### src/rtl/blackparrot_fpga_host_csr_pkg.sv
// CSR offsets, status bit positions, AXI-Lite response codes and the shared
// address decoder for the BlackParrot host CSR block.
package blackparrot_fpga_host_csr_pkg;

  localparam int csr_space_width_gp = 8;

  localparam logic [31:0] csr_req_data_gp   = 32'h00;
  localparam logic [31:0] csr_req_count_gp  = 32'h04;
  localparam logic [31:0] csr_resp_data_gp  = 32'h08;
  localparam logic [31:0] csr_status_gp     = 32'h0C;
  localparam logic [31:0] csr_id_gp         = 32'h10;

  localparam int status_req_v_bit_gp      = 0;
  localparam int status_resp_ready_bit_gp = 1;
  localparam int status_underflow_bit_gp  = 2;
  localparam int status_overflow_bit_gp   = 3;

  typedef enum logic [1:0] {
    axil_resp_okay_e   = 2'b00,
    axil_resp_slverr_e = 2'b10
  } axil_resp_e;

  typedef enum logic [2:0] {
    csr_sel_req_data_e,
    csr_sel_req_count_e,
    csr_sel_resp_data_e,
    csr_sel_status_e,
    csr_sel_id_e,
    csr_sel_none_e
  } csr_sel_e;

  // Offset is already masked to the decoded CSR window; byte lane bits dropped here.
  function automatic csr_sel_e csr_decode(input logic [31:0] offset);
    csr_sel_e sel;
    case (offset & 32'hFFFF_FFFC)
      csr_req_data_gp:  sel = csr_sel_req_data_e;
      csr_req_count_gp: sel = csr_sel_req_count_e;
      csr_resp_data_gp: sel = csr_sel_resp_data_e;
      csr_status_gp:    sel = csr_sel_status_e;
      csr_id_gp:        sel = csr_sel_id_e;
      default:          sel = csr_sel_none_e;
    endcase
    return sel;
  endfunction

endpackage

### src/rtl/blackparrot_fpga_host_csr_aw_w_join.sv
// Single-entry AW and W holding registers joined into one write request.
// Each channel accepts independently; a held beat blocks its channel until yumi_i.
module blackparrot_fpga_host_csr_aw_w_join #(
  parameter int addr_width_p = 32,
  parameter int data_width_p = 32
) (
  input  logic                    clk,
  input  logic                    reset,

  input  logic [addr_width_p-1:0] awaddr,
  input  logic                    awvalid,
  output logic                    awready,

  input  logic [data_width_p-1:0] wdata,
  input  logic                    wvalid,
  output logic                    wready,

  output logic                    v_o,
  output logic [addr_width_p-1:0] addr_o,
  output logic [data_width_p-1:0] data_o,
  input  logic                    yumi_i
);

  logic aw_held, w_held;

  assign awready = ~reset & ~aw_held;
  assign wready  = ~reset & ~w_held;
  assign v_o     = aw_held & w_held;

  always_ff @(posedge clk) begin
    if (reset) begin
      aw_held <= 1'b0;
      addr_o  <= '0;
    end else if (yumi_i) begin
      aw_held <= 1'b0;
    end else if (awvalid & awready) begin
      aw_held <= 1'b1;
      addr_o  <= awaddr;
    end
  end

  always_ff @(posedge clk) begin
    if (reset) begin
      w_held <= 1'b0;
      data_o <= '0;
    end else if (yumi_i) begin
      w_held <= 1'b0;
    end else if (wvalid & wready) begin
      w_held <= 1'b1;
      data_o <= wdata;
    end
  end

endmodule

### src/rtl/blackparrot_fpga_host_csr.sv
// AXI4-Lite CSR slave bridging host software to the BlackParrot MMIO FIFOs.
// Reads/writes respond one cycle after execute; one outstanding per channel, held until rready/bready.
module blackparrot_fpga_host_csr
  import blackparrot_fpga_host_csr_pkg::*;
#(
  parameter int          s_axil_addr_width_p = 32,
  parameter int          s_axil_data_width_p = 32,
  parameter int          csr_space_width_p   = csr_space_width_gp,
  parameter int          fifo_data_width_p   = 32,
  parameter logic [31:0] id_val_p            = 32'hB9A1_0001
) (
  input  logic                           clk,
  input  logic                           reset,

  input  logic [s_axil_addr_width_p-1:0] s_axil_awaddr,
  input  logic                           s_axil_awvalid,
  output logic                           s_axil_awready,
  input  logic [s_axil_data_width_p-1:0] s_axil_wdata,
  input  logic [3:0]                     s_axil_wstrb,
  input  logic                           s_axil_wvalid,
  output logic                           s_axil_wready,
  output logic [1:0]                     s_axil_bresp,
  output logic                           s_axil_bvalid,
  input  logic                           s_axil_bready,

  input  logic [s_axil_addr_width_p-1:0] s_axil_araddr,
  input  logic                           s_axil_arvalid,
  output logic                           s_axil_arready,
  output logic [s_axil_data_width_p-1:0] s_axil_rdata,
  output logic [1:0]                     s_axil_rresp,
  output logic                           s_axil_rvalid,
  input  logic                           s_axil_rready,

  input  logic                           mmio_v_i,
  input  logic [fifo_data_width_p-1:0]   mmio_data_i,
  output logic                           mmio_yumi_o,

  input  logic                           mmio_data_count_v_i,
  input  logic [31:0]                    mmio_data_count_i,
  output logic                           mmio_data_count_yumi_o,

  output logic                           mmio_v_o,
  output logic [fifo_data_width_p-1:0]   mmio_data_o,
  input  logic                           mmio_ready_and_i
);

  localparam logic [s_axil_addr_width_p-1:0] csr_mask_lp =
    s_axil_addr_width_p'((64'h1 << csr_space_width_p) - 64'h1);

  wire unused_wstrb = &{1'b0, s_axil_wstrb};

  logic                           wr_v, wr_exec;
  logic [s_axil_addr_width_p-1:0] wr_addr;
  logic [s_axil_data_width_p-1:0] wr_data;

  logic                           ar_fire;
  csr_sel_e                       rd_sel, wr_sel;
  logic [s_axil_data_width_p-1:0] rd_data_n;
  axil_resp_e                     rd_resp_n, wr_resp_n;

  logic underflow_r, overflow_r;
  logic underflow_set, overflow_set, underflow_clr, overflow_clr;

  blackparrot_fpga_host_csr_aw_w_join #(
    .addr_width_p(s_axil_addr_width_p),
    .data_width_p(s_axil_data_width_p)
  ) aw_w_join (
    .clk     (clk),
    .reset   (reset),
    .awaddr  (s_axil_awaddr),
    .awvalid (s_axil_awvalid),
    .awready (s_axil_awready),
    .wdata   (s_axil_wdata),
    .wvalid  (s_axil_wvalid),
    .wready  (s_axil_wready),
    .v_o     (wr_v),
    .addr_o  (wr_addr),
    .data_o  (wr_data),
    .yumi_i  (wr_exec)
  );

  assign s_axil_arready = ~reset & ~s_axil_rvalid;
  assign ar_fire        = s_axil_arvalid & s_axil_arready;
  // A write executes only once the previous B beat has been taken.
  assign wr_exec        = wr_v & ~s_axil_bvalid & ~reset;

  assign rd_sel      = csr_decode(32'(s_axil_araddr & csr_mask_lp));
  assign wr_sel      = csr_decode(32'(wr_addr & csr_mask_lp));
  assign mmio_data_o = wr_data;

  always_comb begin
    rd_data_n              = '0;
    rd_resp_n              = axil_resp_slverr_e;
    mmio_yumi_o            = 1'b0;
    mmio_data_count_yumi_o = 1'b0;
    underflow_set          = 1'b0;
    case (rd_sel)
      csr_sel_req_data_e: begin
        rd_resp_n = axil_resp_okay_e;
        if (mmio_v_i) begin
          rd_data_n   = mmio_data_i;
          mmio_yumi_o = ar_fire;
        end else begin
          underflow_set = ar_fire;
        end
      end
      csr_sel_req_count_e: begin
        rd_resp_n              = axil_resp_okay_e;
        rd_data_n              = mmio_data_count_i;
        mmio_data_count_yumi_o = ar_fire & mmio_data_count_v_i;
      end
      csr_sel_status_e: begin
        rd_resp_n                           = axil_resp_okay_e;
        rd_data_n[status_req_v_bit_gp]      = mmio_v_i;
        rd_data_n[status_resp_ready_bit_gp] = mmio_ready_and_i;
        rd_data_n[status_underflow_bit_gp]  = underflow_r;
        rd_data_n[status_overflow_bit_gp]   = overflow_r;
      end
      csr_sel_id_e: begin
        rd_resp_n = axil_resp_okay_e;
        rd_data_n = id_val_p;
      end
      default: ;
    endcase
  end

  always_comb begin
    wr_resp_n     = axil_resp_slverr_e;
    mmio_v_o      = 1'b0;
    overflow_set  = 1'b0;
    underflow_clr = 1'b0;
    overflow_clr  = 1'b0;
    case (wr_sel)
      csr_sel_resp_data_e: begin
        wr_resp_n    = mmio_ready_and_i ? axil_resp_okay_e : axil_resp_slverr_e;
        mmio_v_o     = wr_exec & mmio_ready_and_i;
        overflow_set = wr_exec & ~mmio_ready_and_i;
      end
      csr_sel_status_e: begin
        wr_resp_n     = axil_resp_okay_e;
        underflow_clr = wr_exec & wr_data[status_underflow_bit_gp];
        overflow_clr  = wr_exec & wr_data[status_overflow_bit_gp];
      end
      default: ;
    endcase
  end

  always_ff @(posedge clk) begin
    if (reset) begin
      s_axil_rvalid <= 1'b0;
      s_axil_rdata  <= '0;
      s_axil_rresp  <= '0;
    end else if (ar_fire) begin
      s_axil_rvalid <= 1'b1;
      s_axil_rdata  <= rd_data_n;
      s_axil_rresp  <= rd_resp_n;
    end else if (s_axil_rready) begin
      s_axil_rvalid <= 1'b0;
    end
  end

  always_ff @(posedge clk) begin
    if (reset) begin
      s_axil_bvalid <= 1'b0;
      s_axil_bresp  <= '0;
    end else if (wr_exec) begin
      s_axil_bvalid <= 1'b1;
      s_axil_bresp  <= wr_resp_n;
    end else if (s_axil_bready) begin
      s_axil_bvalid <= 1'b0;
    end
  end

  // Set beats a same-cycle W1C clear.
  always_ff @(posedge clk) begin
    if (reset) begin
      underflow_r <= 1'b0;
      overflow_r  <= 1'b0;
    end else begin
      underflow_r <= (underflow_r & ~underflow_clr) | underflow_set;
      overflow_r  <= (overflow_r & ~overflow_clr) | overflow_set;
    end
  end

endmodule

### config.mk
export PLATFORM = sky130hd
export DESIGN_NAME = blackparrot_fpga_host_csr
export DESIGN_NICKNAME = d
export VERILOG_FILES = /design/src/rtl/blackparrot_fpga_host_csr_pkg.sv /design/src/rtl/blackparrot_fpga_host_csr_aw_w_join.sv /design/src/rtl/blackparrot_fpga_host_csr.sv
export SDC_FILE = /design/constraint.sdc
export NUM_CORES = 1
export LEC_CHECK = 0
export ABC_AREA = 1
export CORE_ASPECT_RATIO = 2
export CORE_MARGIN = 5
export CORE_UTILIZATION = 36
export DETAILED_ROUTE_END_ITERATION = 8
export PLACE_DENSITY = 0.82
export SYNTH_ARGS = -nofsm -noshare
export SYNTH_HDL_FRONTEND = slang
export SYNTH_SLANG_ARGS = --single-unit
### constraint.sdc
create_clock -name clk -period 1.8 [get_ports clk]
set_input_delay 0.36 -clock clk [delete_from_list [all_inputs] [get_ports clk]]
set_output_delay 0.36 -clock clk [all_outputs]
set_load 0.1 [all_outputs]
==> results of run 1 <==
-- sequential cells by signal (all words and copies together) (netlist names) --
| register | cells |
|---|---|
| s_axil_rvalid | 1 |
| aw_w_join.w_held | 1 |
| overflow_r | 1 |
| underflow_r | 1 |
| s_axil_rresp | 1 |
| aw_w_join.addr_o | 6 |
| s_axil_bresp | 1 |
| s_axil_rdata | 32 |
| s_axil_bvalid | 1 |
| aw_w_join.aw_held | 1 |
| aw_w_join.data_o | 32 |
-- critical path, stage by stage, from the launching register on --
cell and delay (ps):
dfxtp_2 360, inv_2 50, nor2_2 120, nand2_2 100
nor2_2 130, inv_2 70, nor4_4 190, buf_12 220
-- worst max path at each step --
stage	startpoint	to	slack (ps)	cells past startpoint
2_1_floorplan	reset	mmio_yumi_o	-700	5
3_3_place_gp	s_axil_araddr[7]	mmio_yumi_o	-130	5
3_5_place_dp	s_axil_araddr[5]	mmio_yumi_o	-160	5
4_1_cts	aw_w_join.aw_held$_SDFFE_PP0P_	mmio_v_o	-60	7
5_1_grt	aw_w_join.aw_held$_SDFFE_PP0P_	mmio_v_o	-210	7
6_report	aw_w_join.aw_held$_SDFFE_PP0P_	mmio_v_o	-140	7
-- cells in the mapped netlist, drive strengths merged --
cell,count,area (um2)
nand2,177,674
dfxtp,78,1560
nand3,72,395
o21ai,37,185
a21oi,35,277
buf,25,158
nor2,23,138
inv,19,71.3
nand4,14,87.6
clkbuf,12,45.0
o31ai,3,22.5
nor3,2,10.0
a31oi,1,6.26
conb,1,3.75
nor3b,1,18.8
nor4,1,6.26
-- cells by family after synthesis --
group / share of synthesized area
compound gates: 0.134
buf+inv: 0.0749
flops: 0.427
other cells: 0.00102
simple gates: 0.363
-- repair_timing --
action | 4_1_cts | 5_1_grt
resized for setup | 13 | 4
endpoints found under the setup margin | 3 | 6
pin swaps | 7 | 5
buffers inserted | 20 | 5
-- power groups by stage --
stage                     clock [mW]  combinational, mW  sequential (mW)
after detailed placement           0               1.38             1.92
after global placement             0               1.36             1.91
final                           1.95               1.43             1.88
after global routing            2.10               1.49             1.89
after floorplan                    0              0.294             2.32
after CTS                       2.01               1.41             1.88
-- per-stage QoR --
stage,TNS [ps],power (mW)
after floorplan,-1900,2.62
after global placement,-1600,3.27
after detailed placement,-2600,3.29
after CTS,-61.7,5.30
after global routing,-278,5.48
final,-137,5.26
-- per-layer routing --
| layer | routed length [um] | part of all wire | vias up |
|---|---|---|---|
| li1 | - | - | 2077 |
| met1 | 4630 | 0.32 | 2043 |
| met2 | 7820 | 0.54 | 204 |
| met3 | 1400 | 0.097 | 39 |
| met4 | 559 | 0.039 | 0 |
| met5 | 0 | 0 | - |
-- final cells by class --
type | instances | area [um2] | share of cell area
sequential | 78 | 1570 | 0.220
antenna | 1 | 2.50 | 0.000351
clock buffer | 10 | 250 | 0.0351
inverter | 19 | 71.3 | 0.00999
timing repair buffer | 242 | 3090 | 0.432
clock inverter | 6 | 75.1 | 0.0105
tap | 135 | 169 | 0.0237
multi-input combinational | 368 | 1920 | 0.268
==> summary.md, run 1 <==
| Metric | Value |
|---|---|
| CP Capture Type | `output port` |
| Wirelength, routed | `14400 um` |
| Synth Instances | `about 500` |
| Initial antenna violation count | `1` |
| Met3 Track Usage GR | `0.0947` |
| Max Slew Vio Count | `0` |
| GRT met1 Usage | `0.214` |
| Int Pwr | `3.58 mW` |
| Tmin final | `between 1500 and 2000 ps` |
| Place WS | `-162 ps` |
| Final Setup Violations | `1` |
| Via-to-Cell Ratio | `5.08` |
| Sequential power share | `0.358` |
| Final worst setup slack | `-137 ps` |
| Core area | `roughly 10000 um2` |
| Share of the yosys chip area belonging to registers | `0.427` |
| Max Buffers Root-to-Sink | `2` |
| Maximum vdd drop | `between 0.7 and 0.8 mV` |
| Gpl congestion | `between 0.7 and 0.8` |
| Drt pass-1 iters | `6` |
| Busiest grt layer | `met2` |
| Row cnt | `between 50 and 60` |
| RSZ-0062 raised after global routing | `yes` |
| Max-Cap Viols | `0` |
| Total grt overflow | `0` |
| Layout Cells excl Fill | `859` |
| Hold Path Sink | `underflow_r$_SDFF_PP0_` |
| Clock slew seen by the registers of the worst setup and hold paths | `~60 ps` |
| Worst hold start | `underflow_r$_SDFF_PP0_` |
| Gr usage total | `0.230` |
| Initial drt markers | `about 200` |
| Pleak | `between 2 and 3 nW` |
| Nets@finish | `around 890` |
| Number of global-route vias before repair | `around 4500` |
| Switching power total | `approximately 1.7 mW` |
| Post-layout util | `0.713` |
| Sw frac | `0.319` |
| Final period util | `1.08` |
| Die extent in y | `between 150 and 200 um` |
| # hold bufs at CTS | `0` |
| Status | `finished, violations left` |
| R2R setup slack | `approximately 10 ps` |
| Most frequent cells in the layout | `nand2_1 (173), clkdlybuf4s50_1 (110), buf_12 (79), dfxtp_1 (75), nand3_1 (63)` |
| Hold Path Class | `register to register` |
| Synth cell types | `29` |
| Filler cell count | `around 730` |
| Crit path arrival time | `1580 ps` |
| GR Layer Usage met2 | `0.409` |
| Hold Fails Final Rpt | `0` |
| Final instance area | `between 7000 and 8000 um2` |
| Die area | `~12000 um2` |
| # DRC | `0` |
| H-tree Lvls | `3` |
| Fmax | `0.516 GHz` |
| Chip width | `just over 80 um` |
| Synth Warn # | `0` |
| Layout Skew | `~4.0 ps` |
| Worst-path fanout max | `2` |
| #FFs+latches synth | `between 70 and 80` |
| Cell area after synthesis | `3660 um2` |
| Clock power share | `0.371` |
| Worst R2R Path Depth | `12` |
| WHS Path Cells | `2` |
| CTS tree | `done` |
| CTS Sinks | `roughly 80` |
| Dpl cell area | `6610 um2` |
| # port buffers | `about 190` |
| Routed Antenna Nets | `0` |
| CP required | `1440 ps` |
| Final HPWL DP | `approximately 11000 um` |
| Total CTS buffers | `9` |
| Clock root buffer | `clkbuf_16` |
| Area Growth Syn to Fin | `95.1%` |
| Dpl cells | `just over 800` |
| Layout cell share with drive strength beyond 1 | `0.285` |
| Most common cell after layout, fill and taps aside | `nand2_1` |
| Failing checks | `setup timing` |
| Ports | `between 200 and 300` |
| Largest net degree at the start of global routing | `65` |
| Avg WL per Cell | `between 15 and 20 um` |
| First-pass GRT wire length | `roughly 22000 um` |
| Pwr dens | `approximately 740 nW/um2` |
| Comb pwr share | `0.272` |
| Vias | `about 4400` |
| Latest clock arrival within the worst-skew pair | `about 330 ps` |
| Initial core utilization | `0.365` |
| Critical path class | `register to output port` |
| Mean Syn Cell Area | `about 7.3 um2` |
| Hold Slack | `~470 ps` |
| Worst setup SP type | `register` |
| R2R Path End | `s_axil_bresp[1]$_SDFFE_PP0P_` |
| Worst R2R Start | `aw_w_join.aw_held$_SDFFE_PP0P_` |
No activity file was read; power rests on OpenSTA's default activity.
==> run 2, diff against run 1 <==
CORE_UTILIZATION = 35   (was 36)
GPL_TIMING_DRIVEN = 0   (was unset)
PLACE_DENSITY = 0.8   (was 0.82)
==> run 2 against run 1 <==
The run still ends with setup timing left; utilization decreased by 9.7 points; sequential share of layout area rose by 2.5 points; largest power group is now registers; hold slack worse by 85 ps; highest routed layer unchanged; critical path depth shrank 1; sequential power hardly changed; die area up 2.6%.
==> summary.md, run 2 (same netlist as run 1, synthesis figures left out) <==
| Metric | Value |
|---|---|
| Nets@finish | `between 800 and 900` |
| Largest net degree at the start of global routing | `18` |
| Die extent in y | `155 um` |
| Max Buffers Root-to-Sink | `2` |
| Failing checks | `setup timing` |
| Layout cell share with drive strength beyond 1 | `0.274` |
| Total grt overflow | `0` |
| Initial antenna violation count | `1` |
| Maximum vdd drop | `approximately 0.69 mV` |
| Latest clock arrival within the worst-skew pair | `approximately 340 ps` |
| Chip width | `slightly above 80 um` |
| Relative slew slack | `0.613` |
| Hold Fails Final Rpt | `0` |
| CP required | `1440 ps` |
| # port buffers | `189` |
| Routed Antenna Nets | `0` |
| Final HPWL DP | `11000 um` |
| Storage cell area | `between 1500 and 2000 um2` |
| Layout Cells excl Fill | `864` |
| Clock slew seen by the registers of the worst setup and hold paths | `roughly 60 ps` |
| Hold Slack | `approximately 390 ps` |
| # hold bufs at CTS | `0` |
| Initial core utilization | `0.352` |
| Worst-path fanout max | `3` |
| Worst setup SP type | `register` |
| CP Capture Type | `output port` |
| Final period util | `1.06` |
| Tmin final | `1900 ps` |
| Final instance area | `6410 um2` |
| Fmax | `around 0.53 GHz` |
| Max-Cap Viols | `0` |
| Critical path class | `register to output port` |
| Number of global-route vias before repair | `4403` |
| Gr usage total | `0.224` |
| Vias | `~4200` |
| CTS tree | `done` |
| Worst Max-Slew Pin Slew | `roughly 600 ps` |
| R2R setup slack | `approximately 220 ps` |
| H-tree Lvls | `3` |
| Initial drt markers | `roughly 150` |
| Core area | `approximately 10000 um2` |
| Clock root buffer | `clkbuf_16` |
| Max Slew Vio Count | `0` |
| Avg WL per Cell | `16.6 um` |
| Final Setup Violations | `1` |
| RSZ-0062 raised after global routing | `yes` |
| Most common cell after layout, fill and taps aside | `nand2_1` |
| Via-to-Cell Ratio | `just under 5` |
| Status | `finished, violations left` |
| First-pass GRT wire length | `around 21000 um` |
| PnR Total Power | `~4.9 mW` |
| Dpl cell area | `roughly 5800 um2` |
| CTS Sinks | `between 70 and 80` |
| Row cnt | `53` |
| Hold Path Class | `input port to register` |
| Pwr dens | `approximately 760 nW/um2` |
| Top Registers | `aw_w_join.data_o (32), s_axil_rdata (32), aw_w_join.addr_o (6)` |
| Pleak | `around 2.5 nW` |
| Dpl cells | `828` |
| Area Growth Syn to Fin | `75.2%` |
| Drt pass-1 iters | `4` |
| Layout Skew | `between 7 and 8 ps` |
| Multi-input logic area | `around 1900 um2` |
| Most frequent cells in the layout | `nand2_1 (173), clkdlybuf4s50_1 (108), dfxtp_1 (73), clkdlybuf4s15_2 (70), nand3_1 (64)` |
| Ports | `250` |
| Final worst setup slack | `-104 ps` |
| Gpl congestion | `roughly 0.8` |
| Setup Total Neg Slack | `-104 ps` |
| Wirelength, routed | `about 14000 um` |
| Crit path arrival time | `between 1500 and 2000 ps` |
| Die area | `12700 um2` |
| # DRC | `0` |
| Filler cell count | `947` |
| Total CTS buffers | `9` |
[run 2: cell count changes in the layout (fill, tap and decap cells not counted), sizes merged]
cell | previous run | this run
buf | 126 | 48
bufinv | 1 | 0
clkbuf | 10 | 23
clkdlybuf4s15 | 0 | 70
clkdlybuf4s50 | 110 | 108
clkinv | 2 | 1
clkinvlp | 0 | 2
dlygate4sd2 | 6 | 7
inv | 22 | 21
[run 2: routing by layer]
layer,wire length (um),track usage,vias up
li1,-,-,2084
met1,4760,0.197,1930
met2,7730,0.418,186
met3,1400,0.0938,36
met4,477,0.0998,0
met5,0,0,-
[run 2: per-stage QoR]
step,util,setup slack [ps]
final,0.616,-104
after global routing,0.616,-172
after CTS,0.610,-158
after detailed placement,0.559,-1310
after global placement,0.559,-1300
after floorplan,-,-703
[run 2: worst paths after layout]
check,start,end,cells past startpoint
worst min-delay path,reset,aw_w_join.data_o[3]$_SDFFE_PP0P_,4
worst min register to register,s_axil_rdata[31]$_SDFFE_PP0P_,s_axil_rdata[31]$_SDFFE_PP0P_,2
worst max-delay path,s_axil_bvalid$_SDFFE_PP0P_,mmio_v_o,6
worst max register to register,aw_w_join.aw_held$_SDFFE_PP0P_,aw_w_join.addr_o[2]$_SDFFE_PP0P_,6
[run 2: power breakdown]
part / internal, mW / switching [mW]
registers: 1.80 / 0.0502
logic: 0.421 / 0.819
clock network: 1.02 / 0.764
[run 2: layout make-up]
class | instances | share of cell area
sequential | 78 | 0.245
multi-input combinational | 368 | 0.299
tap | 137 | 0.0267
clock inverter | 5 | 0.00605
buffer | 36 | 0.0343
inverter | 19 | 0.0131
timing repair buffer | 209 | 0.336
clock buffer | 11 | 0.0394
antenna | 1 | 0.000390
[run 2: repair_timing]
action | 4_1_cts | 5_1_grt
setup buffers | 14 | 6
gates resized for setup | 261 | 7
pin swaps | 12 | 4
endpoints found under the setup margin | 74 | 4
[run 2: critical path, cell delays in order (launching register included)]
cell	delay [ps]
dfxtp_4	360
nor2_4	100
nand2_2	80
nor2_4	110
inv_2	70
nor4_4	220
buf_6	260
